<file path="config.mk">
export PLATFORM = sky130hd
export DESIGN_NAME = burst_rr_arbiter_flat
export DESIGN_NICKNAME = d
export VERILOG_FILES = /design/src/rtl/burst_rr_arbiter_pkg.sv /design/src/rtl/burst_rr_arbiter_if.sv /design/src/rtl/burst_rr_arbiter_rr_arb_tree.sv /design/src/rtl/burst_rr_arbiter.sv /design/src/flat_wrapper.sv
export SDC_FILE = /design/constraint.sdc
export NUM_CORES = 1
export LEC_CHECK = 0
export ABC_AREA = 0
export CORE_MARGIN = 2
export CORE_UTILIZATION = 29
export DETAILED_ROUTE_END_ITERATION = 8
export PLACE_DENSITY = 0.78
export SYNTH_ARGS = -nofsm -noshare
export SYNTH_HDL_FRONTEND = slang
export SYNTH_SLANG_ARGS = --single-unit
export TNS_END_PERCENT = 5
</file>
<file path="constraint.sdc">
create_clock -name clk_i -period 2.2 [get_ports clk_i]
set_input_delay 0.33 -clock clk_i [delete_from_list [all_inputs] [get_ports clk_i]]
set_output_delay 0.33 -clock clk_i [all_outputs]
set_load 0.01 [all_outputs]
</file>
<file path="src/rtl/burst_rr_arbiter_pkg.sv">
// Shared types and helpers for the burst round-robin arbiter.
// Holds the FSM state encoding and the modulo-N index increment.
package burst_arb_pkg;

    typedef enum logic [1:0] {
        IDLE  = 2'd0,
        HOLD  = 2'd1,
        BURST = 2'd2
    } state_e;

    function automatic int unsigned wrap_inc(input int unsigned idx, input int unsigned n);
        int unsigned nxt;
        nxt = idx + 32'd1;
        return (nxt >= n) ? 32'd0 : nxt;
    endfunction

endpackage

</file>
<file path="src/rtl/burst_rr_arbiter_if.sv">
// Beat-level bus between the requesters, the arbiter and the downstream sink.
// The arbiter connects through the slave modport, the environment through master.
interface burst_rr_arbiter_if #(
    parameter int NumIn     = 4,
    parameter int DataWidth = 32,
    parameter int MaxBurst  = 8
);
    localparam int IdxWidth = $clog2(NumIn);
    localparam int CntWidth = $clog2(MaxBurst + 1);

    logic [NumIn-1:0]                req_i;
    logic [NumIn-1:0]                last_i;
    logic [NumIn-1:0][DataWidth-1:0] data_i;
    logic [NumIn-1:0]                gnt_o;
    logic                            req_o;
    logic                            gnt_i;
    logic [DataWidth-1:0]            data_o;
    logic                            last_o;
    logic [IdxWidth-1:0]             idx_o;
    logic [CntWidth-1:0]             beat_cnt_o;
    logic                            overlong_o;

    modport slave (
        input  req_i, last_i, data_i, gnt_i,
        output gnt_o, req_o, data_o, last_o, idx_o, beat_cnt_o, overlong_o
    );

    modport master (
        output req_i, last_i, data_i, gnt_i,
        input  gnt_o, req_o, data_o, last_o, idx_o, beat_cnt_o, overlong_o
    );

endinterface

</file>
<file path="src/rtl/burst_rr_arbiter_rr_arb_tree.sv">
// Round-robin request picker: first requester at or after the priority index.
// Priority comes from rr_i (ExtPrio) or an internal pointer; LockIn holds a stalled pick.
module rr_arb_tree
    import burst_arb_pkg::*;
#(
    parameter int NumIn     = 4,
    parameter bit ExtPrio   = 1'b0,
    parameter bit AxiVldRdy = 1'b0,
    parameter bit LockIn    = 1'b0
) (
    input  logic                     clk_i,
    input  logic                     rst_ni,
    input  logic                     flush_i,
    input  logic [$clog2(NumIn)-1:0] rr_i,
    input  logic [NumIn-1:0]         req_i,
    input  logic                     gnt_i,
    output logic                     req_o,
    output logic [NumIn-1:0]         gnt_o,
    output logic [$clog2(NumIn)-1:0] idx_o
);
    localparam int IdxWidth = $clog2(NumIn);

    logic [IdxWidth-1:0] rr_r;
    logic [IdxWidth-1:0] lock_idx_r;
    logic                locked_r;
    logic [IdxWidth-1:0] prio_s;
    logic [IdxWidth-1:0] pick_s;
    logic                found_s;
    logic                hit_s;
    int unsigned         cand_s;

    // Scan from the priority index upward, wrapping, and keep the first hit
    always_comb begin
        prio_s  = ExtPrio ? rr_i : rr_r;
        pick_s  = prio_s;
        found_s = 1'b0;
        hit_s   = 1'b0;
        cand_s  = 32'd0;
        for (int unsigned off = 0; off < NumIn; off++) begin
            cand_s  = 32'(prio_s) + off;
            cand_s  = (cand_s >= 32'(NumIn)) ? cand_s - 32'(NumIn) : cand_s;
            hit_s   = !found_s && req_i[cand_s[IdxWidth-1:0]];
            pick_s  = hit_s ? cand_s[IdxWidth-1:0] : pick_s;
            found_s = found_s | hit_s;
        end
    end

    // Drive the decision, honouring a held pick while locked
    always_comb begin
        idx_o = (LockIn && locked_r) ? lock_idx_r : pick_s;
        req_o = (LockIn && locked_r) ? req_i[lock_idx_r] : (|req_i);
        gnt_o = {NumIn{1'b0}};
        for (int k = 0; k < NumIn; k++) begin
            gnt_o[k] = gnt_i & (idx_o == IdxWidth'(k)) & (AxiVldRdy | req_o);
        end
    end

    // Internal priority pointer and stall lock
    always_ff @(posedge clk_i) begin
        if (!rst_ni || flush_i) begin
            rr_r       <= {IdxWidth{1'b0}};
            lock_idx_r <= {IdxWidth{1'b0}};
            locked_r   <= 1'b0;
        end else if (req_o && gnt_i) begin
            rr_r     <= IdxWidth'(wrap_inc(32'(idx_o), 32'(NumIn)));
            locked_r <= 1'b0;
        end else if (req_o) begin
            locked_r   <= LockIn;
            lock_idx_r <= idx_o;
        end
    end

endmodule

</file>
<file path="src/rtl/burst_rr_arbiter.sv">
// Burst-aware round-robin arbiter: a requester keeps the output from its first
// beat until its last beat; bursts reaching MaxBurst beats are flagged once.
module burst_rr_arbiter
    import burst_arb_pkg::*;
#(
    parameter int NumIn     = 4,
    parameter int DataWidth = 32,
    parameter int MaxBurst  = 8
) (
    input  logic                clk_i,
    input  logic                rst_ni,
    input  logic                flush_i,
    burst_rr_arbiter_if.slave   bus
);
    localparam int IdxWidth = $clog2(NumIn);
    localparam int CntWidth = $clog2(MaxBurst + 1);
    localparam logic [CntWidth-1:0] CntMax = CntWidth'(MaxBurst);

    state_e              state_r;
    state_e              state_s;
    logic [IdxWidth-1:0] rr_r;
    logic [IdxWidth-1:0] lock_r;
    logic [CntWidth-1:0] cnt_r;
    logic                ovl_r;

    logic [IdxWidth-1:0] tree_idx_s;
    logic                tree_req_s;
    logic [NumIn-1:0]    tree_gnt_s;
    logic [NumIn-1:0]    held_gnt_s;
    logic [IdxWidth-1:0] sel_idx_s;
    logic                sel_req_s;
    logic                sel_last_s;
    logic                hs_s;
    logic                hs_last_s;

    rr_arb_tree #(
        .NumIn     (NumIn),
        .ExtPrio   (1'b1),
        .AxiVldRdy (1'b0),
        .LockIn    (1'b0)
    ) u_tree (
        .clk_i   (clk_i),
        .rst_ni  (rst_ni),
        .flush_i (flush_i),
        .rr_i    (rr_r),
        .req_i   (bus.req_i),
        .gnt_i   (bus.gnt_i),
        .req_o   (tree_req_s),
        .gnt_o   (tree_gnt_s),
        .idx_o   (tree_idx_s)
    );

    // Tree decides in IDLE; HOLD and BURST stay on the latched index
    always_comb begin
        if (state_r == IDLE) begin
            sel_idx_s = tree_idx_s;
            sel_req_s = tree_req_s;
        end else begin
            sel_idx_s = lock_r;
            sel_req_s = bus.req_i[lock_r];
        end
        sel_last_s = sel_req_s & bus.last_i[sel_idx_s];
        hs_s       = sel_req_s & bus.gnt_i;
        hs_last_s  = hs_s & sel_last_s;
    end

    // Next-state logic
    always_comb begin
        state_s = state_r;
        case (state_r)
            IDLE:    state_s = !sel_req_s  ? IDLE :
                               !bus.gnt_i  ? HOLD :
                               sel_last_s  ? IDLE : BURST;
            HOLD:    state_s = !hs_s       ? HOLD :
                               sel_last_s  ? IDLE : BURST;
            BURST:   state_s = hs_last_s   ? IDLE : BURST;
            default: state_s = IDLE;
        endcase
    end

    // State register; flush wins over any handshake in the same cycle
    always_ff @(posedge clk_i) begin
        if (!rst_ni || flush_i) begin
            state_r <= IDLE;
        end else begin
            state_r <= state_s;
        end
    end

    // Priority pointer, lock index, beat counter and overlong pulse
    always_ff @(posedge clk_i) begin
        if (!rst_ni || flush_i) begin
            rr_r   <= {IdxWidth{1'b0}};
            lock_r <= {IdxWidth{1'b0}};
            cnt_r  <= {CntWidth{1'b0}};
            ovl_r  <= 1'b0;
        end else begin
            if (state_r == IDLE && sel_req_s && !hs_last_s) begin
                lock_r <= tree_idx_s;
            end
            if (hs_last_s) begin
                rr_r <= IdxWidth'(wrap_inc(32'(sel_idx_s), 32'(NumIn)));
            end
            if (hs_last_s) begin
                cnt_r <= {CntWidth{1'b0}};
            end else if (hs_s && cnt_r != CntMax) begin
                cnt_r <= cnt_r + CntWidth'(1);
            end
            // Only the step from MaxBurst-1 fires, so a saturated burst pulses once
            ovl_r <= hs_s & ~sel_last_s & (cnt_r == CntMax - CntWidth'(1));
        end
    end

    // Output mux
    always_comb begin
        held_gnt_s = {NumIn{1'b0}};
        for (int k = 0; k < NumIn; k++) begin
            held_gnt_s[k] = hs_s & (lock_r == IdxWidth'(k));
        end
        bus.gnt_o      = (state_r == IDLE) ? tree_gnt_s : held_gnt_s;
        bus.req_o      = sel_req_s;
        bus.idx_o      = sel_idx_s;
        bus.last_o     = sel_last_s;
        bus.data_o     = sel_req_s ? bus.data_i[sel_idx_s] : {DataWidth{1'b0}};
        bus.beat_cnt_o = cnt_r;
        bus.overlong_o = ovl_r;
    end

endmodule

</file>
<file path="src/flat_wrapper.sv">
// flat-port wrapper written by rule: the top's interface ports become plain ports
module burst_rr_arbiter_flat import burst_arb_pkg::*;
#(
    parameter int NumIn     = 4,
    parameter int DataWidth = 32,
    parameter int MaxBurst  = 8
)
  (clk_i, rst_ni, flush_i, bus_req_i, bus_last_i, bus_data_i, bus_gnt_i, bus_gnt_o, bus_req_o, bus_data_o, bus_last_o, bus_idx_o, bus_beat_cnt_o, bus_overlong_o);
  burst_rr_arbiter_if #(.NumIn(NumIn), .DataWidth(DataWidth), .MaxBurst(MaxBurst)) bus_i ();
  input  logic clk_i;
  input  logic rst_ni;
  input  logic flush_i;
  input wire logic [$bits(bus_i.req_i)-1:0] bus_req_i;
  input wire logic [$bits(bus_i.last_i)-1:0] bus_last_i;
  input wire logic [$bits(bus_i.data_i)-1:0] bus_data_i;
  input wire logic [$bits(bus_i.gnt_i)-1:0] bus_gnt_i;
  output wire logic [$bits(bus_i.gnt_o)-1:0] bus_gnt_o;
  output wire logic [$bits(bus_i.req_o)-1:0] bus_req_o;
  output wire logic [$bits(bus_i.data_o)-1:0] bus_data_o;
  output wire logic [$bits(bus_i.last_o)-1:0] bus_last_o;
  output wire logic [$bits(bus_i.idx_o)-1:0] bus_idx_o;
  output wire logic [$bits(bus_i.beat_cnt_o)-1:0] bus_beat_cnt_o;
  output wire logic [$bits(bus_i.overlong_o)-1:0] bus_overlong_o;
  assign bus_i.req_i = bus_req_i;
  assign bus_i.last_i = bus_last_i;
  assign bus_i.data_i = bus_data_i;
  assign bus_i.gnt_i = bus_gnt_i;
  assign bus_gnt_o = bus_i.gnt_o;
  assign bus_req_o = bus_i.req_o;
  assign bus_data_o = bus_i.data_o;
  assign bus_last_o = bus_i.last_o;
  assign bus_idx_o = bus_i.idx_o;
  assign bus_beat_cnt_o = bus_i.beat_cnt_o;
  assign bus_overlong_o = bus_i.overlong_o;
  burst_rr_arbiter #(.NumIn(NumIn), .DataWidth(DataWidth), .MaxBurst(MaxBurst)) u_core (.clk_i(clk_i), .rst_ni(rst_ni), .flush_i(flush_i), .bus(bus_i));
endmodule
</file>
==> impl_metrics.env <==
export IMPL_power_density_nw_per_um2=461.7
export IMPL_worstHoldPathCells=2
export IMPL_power_leakage_nw=2.305
export IMPL_reg2reg_slack_ns=-0.25
export IMPL_synth_edff_count=0
export IMPL_cts_tree="built"
export IMPL_rsz0062_at_grt="yes"
export IMPL_die_x_um=89.16
export IMPL_die_y_um=89.16
export IMPL_viasPerCell=4.866
export IMPL_outcome="complete, but fails checks"
export IMPL_worstSkewPairLatency_ns=0.24
export IMPL_synth_seq_cells=11
export IMPL_finalPower_mw=2.243
export IMPL_cp_end_kind="output port"
export IMPL_drc=0
export IMPL_hpwl_mm=7.801
export IMPL_ys_flop_type="dfxtp_1"
export IMPL_fillCellCount=627
export IMPL_ys_seq_area_share_pct=10.47
export IMPL_regToRegStartpoint="u_core.rr_r[0]$_SDFFE_PP0N_"
export IMPL_drt_first_pass_iters=4
export IMPL_netlist_area_um2=2103
export IMPL_synth_compound_area_share_pct=11.24
export IMPL_cp_required_ns=1.87
export IMPL_hold_path_class="reg2reg"
export IMPL_p_sw_mw=0.8089
export IMPL_antenna_found_initial=0
export IMPL_worst_slack_ns=-0.6177
export IMPL_clock_root_buffer="clkbuf_8"
export IMPL_violations="negative setup slack"
export IMPL_area_growth_pct=131.0
export IMPL_placed_area_um2=4418
export IMPL_gr_total_overflow=0
export IMPL_power_frac_clock_pct=9.3
export IMPL_path_max_fanout=6
export IMPL_grt_max_degree=20
export IMPL_hold_viol_final=0
export IMPL_r2r_worst_path_cells=13
export IMPL_nNetsFinal=663
export IMPL_wl_mm=10.55
export IMPL_p_int_mw=1.434
export IMPL_grt_usage_pct=23.45
export IMPL_path_clk_slew_ns=0.05
export IMPL_synthDistinctLibCells=51
export IMPL_cts_htree_levels=1
export IMPL_place_gp_congestion=0.8741
export IMPL_die_area_um2=7950
export IMPL_worstSetupPathType="reg2out"
export IMPL_syn_area_per_cell_um2=7.354
export IMPL_initial_core_util_pct=29.47
export IMPL_finalClockSkew_ns=0.0005722
export IMPL_cts_buffers=3
export IMPL_grt_pass1_wl_mm=14.47
export IMPL_ant_nets=0
export IMPL_crit_end="bus_data_o[29]"
export IMPL_swShare_pct=36.06
export IMPL_syn_inst=286
export IMPL_maxSlewHeadroom_pct=80.79
export IMPL_max_cap_violations=0
export IMPL_num_vias=3007
export IMPL_synth_nets=429
export IMPL_grt_pass1_vias=2895
export IMPL_synthArstFlopShare_pct=0
export IMPL_synth_mux_area_share_pct=32.96
export IMPL_period_share_pct=128.1
export IMPL_core_area_um2=7137
export IMPL_setup_viol=50
export IMPL_seq_area_um2=224.0
export IMPL_ir_drop_mv=0.3538
export IMPL_wl_per_cell_um=17.07
export IMPL_synth_adder_area_share_pct=1.785
export IMPL_multi_input_area_um2=1948
export IMPL_fin_tns_setup_ns=-18.96
export IMPL_drt_iter0_markers=64
export IMPL_synth_top_family_by_area="simple AND/OR/NAND/NOR gates"
export IMPL_pin_count=185
export IMPL_max_freq_ghz=0.3549
export IMPL_tightestPinTransition_ns=0.2882
export IMPL_critPathLaunch="u_core.rr_r[0]$_SDFFE_PP0N_"
export IMPL_startpoint_type="flop"
export IMPL_drive_gt1_share_pct=31.60
export IMPL_finalWorstPathRequiredPeriod_ns=2.818
export IMPL_synth_warning_count=0
export IMPL_final_area_um2=4858
export IMPL_arrival_ns=2.49
export IMPL_n_antenna_cell=0
export IMPL_clock_path_buffers=2
export IMPL_synthXorXnorAreaFrac_pct=1.249
export IMPL_maxSlewViolCount=0
export IMPL_pwr_share_seq_pct=9.5
export IMPL_synth_simple_area_share_pct=34.92
export IMPL_io_buffers=184
export IMPL_reg2reg_to="u_core.bus.beat_cnt_o[2]$_SDFFE_PP0P_"
export IMPL_placementRows=31
export IMPL_comb_power_share_pct=81.2
export IMPL_cts_sinks=11
-- stage by stage --
| step | setup WS, ns | std cells | util [%] | hold slack (ns) |
|---|---|---|---|---|
| 5_1_grt | -0.7083 | 618 | 68.08 | 0.6016 |
| 3_3_place_gp | -0.9618 | 593 | 61.90 | 0.5136 |
| 3_5_place_dp | -1.044 | 593 | 61.90 | 0.5235 |
| 2_1_floorplan | -0.09084 | 286 | - | 0.4854 |
| 4_1_cts | -0.5122 | 617 | 67.37 | 0.5586 |
| 6_report | -0.6177 | 618 | 68.08 | 0.5787 |
-- cell families (layout without fill, tap and decap cells) --
family                     count (synthesis)  after routing
buffers and inverters                     27            260
adders and majority gates                  3              3
DFF                                       11             11
AOI/OAI and AO/OA                         26             26
and+or+nand+nor                          147            147
xor gates and xnor gates                   3              3
muxes                                     69             69
-- power by group through the flow --
stage               Sequential [mW]  Combinational [mW]  Clock (mW)
floorplan                     0.217               0.812           0
global placement              0.217                1.56           0
detailed placement            0.217                1.59           0
CTS                           0.213                1.79       0.213
global route                  0.213                1.93       0.225
finish                        0.212                1.82       0.210
-- critical path: stages, from the launching register on --
cell	delay [ns]
dfxtp_1	0.37
buf_4	0.15
nor2b_1	0.05
o21ai_2	0.20
a31oi_4	0.12
or2_4	0.29
buf_12	0.14
buf_8	0.12
buf_12	0.12
buf_16	0.13
mux2i_2	0.17
nand2_1	0.09
and3_4	0.17
buf_6	0.11
-- worst min path at each step --
stage | to | slack, ns | from
CTS | u_core.bus.overlong_o$_SDFF_PP0_ | 0.56 | u_core.bus.beat_cnt_o[2]$_SDFFE_PP0P_
detailed placement | u_core.bus.overlong_o$_SDFF_PP0_ | 0.52 | u_core.bus.beat_cnt_o[2]$_SDFFE_PP0P_
floorplan | u_core.rr_r[1]$_SDFFE_PP0N_ | 0.49 | u_core.rr_r[1]$_SDFFE_PP0N_
finish | u_core.bus.beat_cnt_o[2]$_SDFFE_PP0P_ | 0.58 | u_core.bus.beat_cnt_o[2]$_SDFFE_PP0P_
global route | u_core.bus.overlong_o$_SDFF_PP0_ | 0.60 | u_core.bus.beat_cnt_o[2]$_SDFFE_PP0P_
global placement | u_core.bus.overlong_o$_SDFF_PP0_ | 0.51 | u_core.bus.beat_cnt_o[2]$_SDFFE_PP0P_
-- synthesized netlist by cell type, types with 2 or more instances --
| master | instances | area [µm²] |
|---|---|---|
| clkbuf_1 | 10 | 37.54 |
| o21ai_1 | 2 | 10.01 |
| nand3_1 | 4 | 20.02 |
| o221a_2 | 2 | 22.52 |
| xnor2_1 | 2 | 17.52 |
| mux2i_1 | 67 | 670.6 |
| dfxtp_1 | 11 | 220.2 |
| buf_6 | 6 | 67.56 |
| buf_2 | 2 | 10.01 |
| inv_1 | 6 | 22.52 |
| nor2_1 | 11 | 41.29 |
| o2bb2ai_1 | 3 | 26.28 |
| o31ai_1 | 2 | 15.01 |
| and3_1 | 33 | 206.5 |
| nor2b_1 | 5 | 31.28 |
| nand2_1 | 69 | 259.0 |
| nor2_2 | 5 | 31.28 |
| ha_1 | 3 | 37.54 |
| or2_1 | 2 | 12.51 |
| and2_1 | 4 | 25.02 |
| o21ai_0 | 2 | 10.01 |
| nand2b_1 | 4 | 25.02 |
| a21oi_1 | 2 | 10.01 |
| nor3_1 | 2 | 10.01 |
-- metal layers --
metal	track usage, %	share of wire [%]
met5	0	0
met1	26.38	39
met4	5.834	1.9
met2	44.71	52
met3	4.709	6.9
-- cells in the final DEF, fill, tap and decap left out, types with 6 or more instances in the layout --
master,Yosys,final
and3_1,33,13
and3_4,0,20
buf_12,0,9
buf_2,2,21
buf_4,1,41
buf_6,6,20
clkdlybuf4s50_1,0,141
dfxtp_1,11,10
mux2i_1,67,62
nand2_1,69,68
nor2_1,11,9
nor2_2,5,6
-- sequential cells by signal, indices dropped and copies added (netlist names) --
register               count
u_core.bus.beat_cnt_o      4
u_core.bus.overlong_o      1
u_core.lock_r              2
u_core.rr_r                2
u_core.state_r             2
-- final cells by class --
| cell class | instances | share of cell area, % |
|---|---|---|
| Clock buffer | 3 | 0.8499 |
| Inverter | 8 | 0.6696 |
| Clock inverter | 1 | 0.1030 |
| Timing Repair Buffer | 248 | 51.12 |
| Multi-Input combinational cell | 248 | 40.10 |
| Sequential cell | 11 | 4.610 |
| Tap cell | 99 | 2.550 |
-- timing repair --
| item | in CTS | in global routing |
|---|---|---|
| setup buffers | 15 | 3 |
| resized for setup | 208 | 14 |
| hold buffers | 0 | 0 |
| endpoints found under the setup margin | 51 | 50 |
| pin swaps | 43 | 21 |
| gates cloned | 5 | 0 |
No activity file was read; power rests on OpenSTA's default activity.
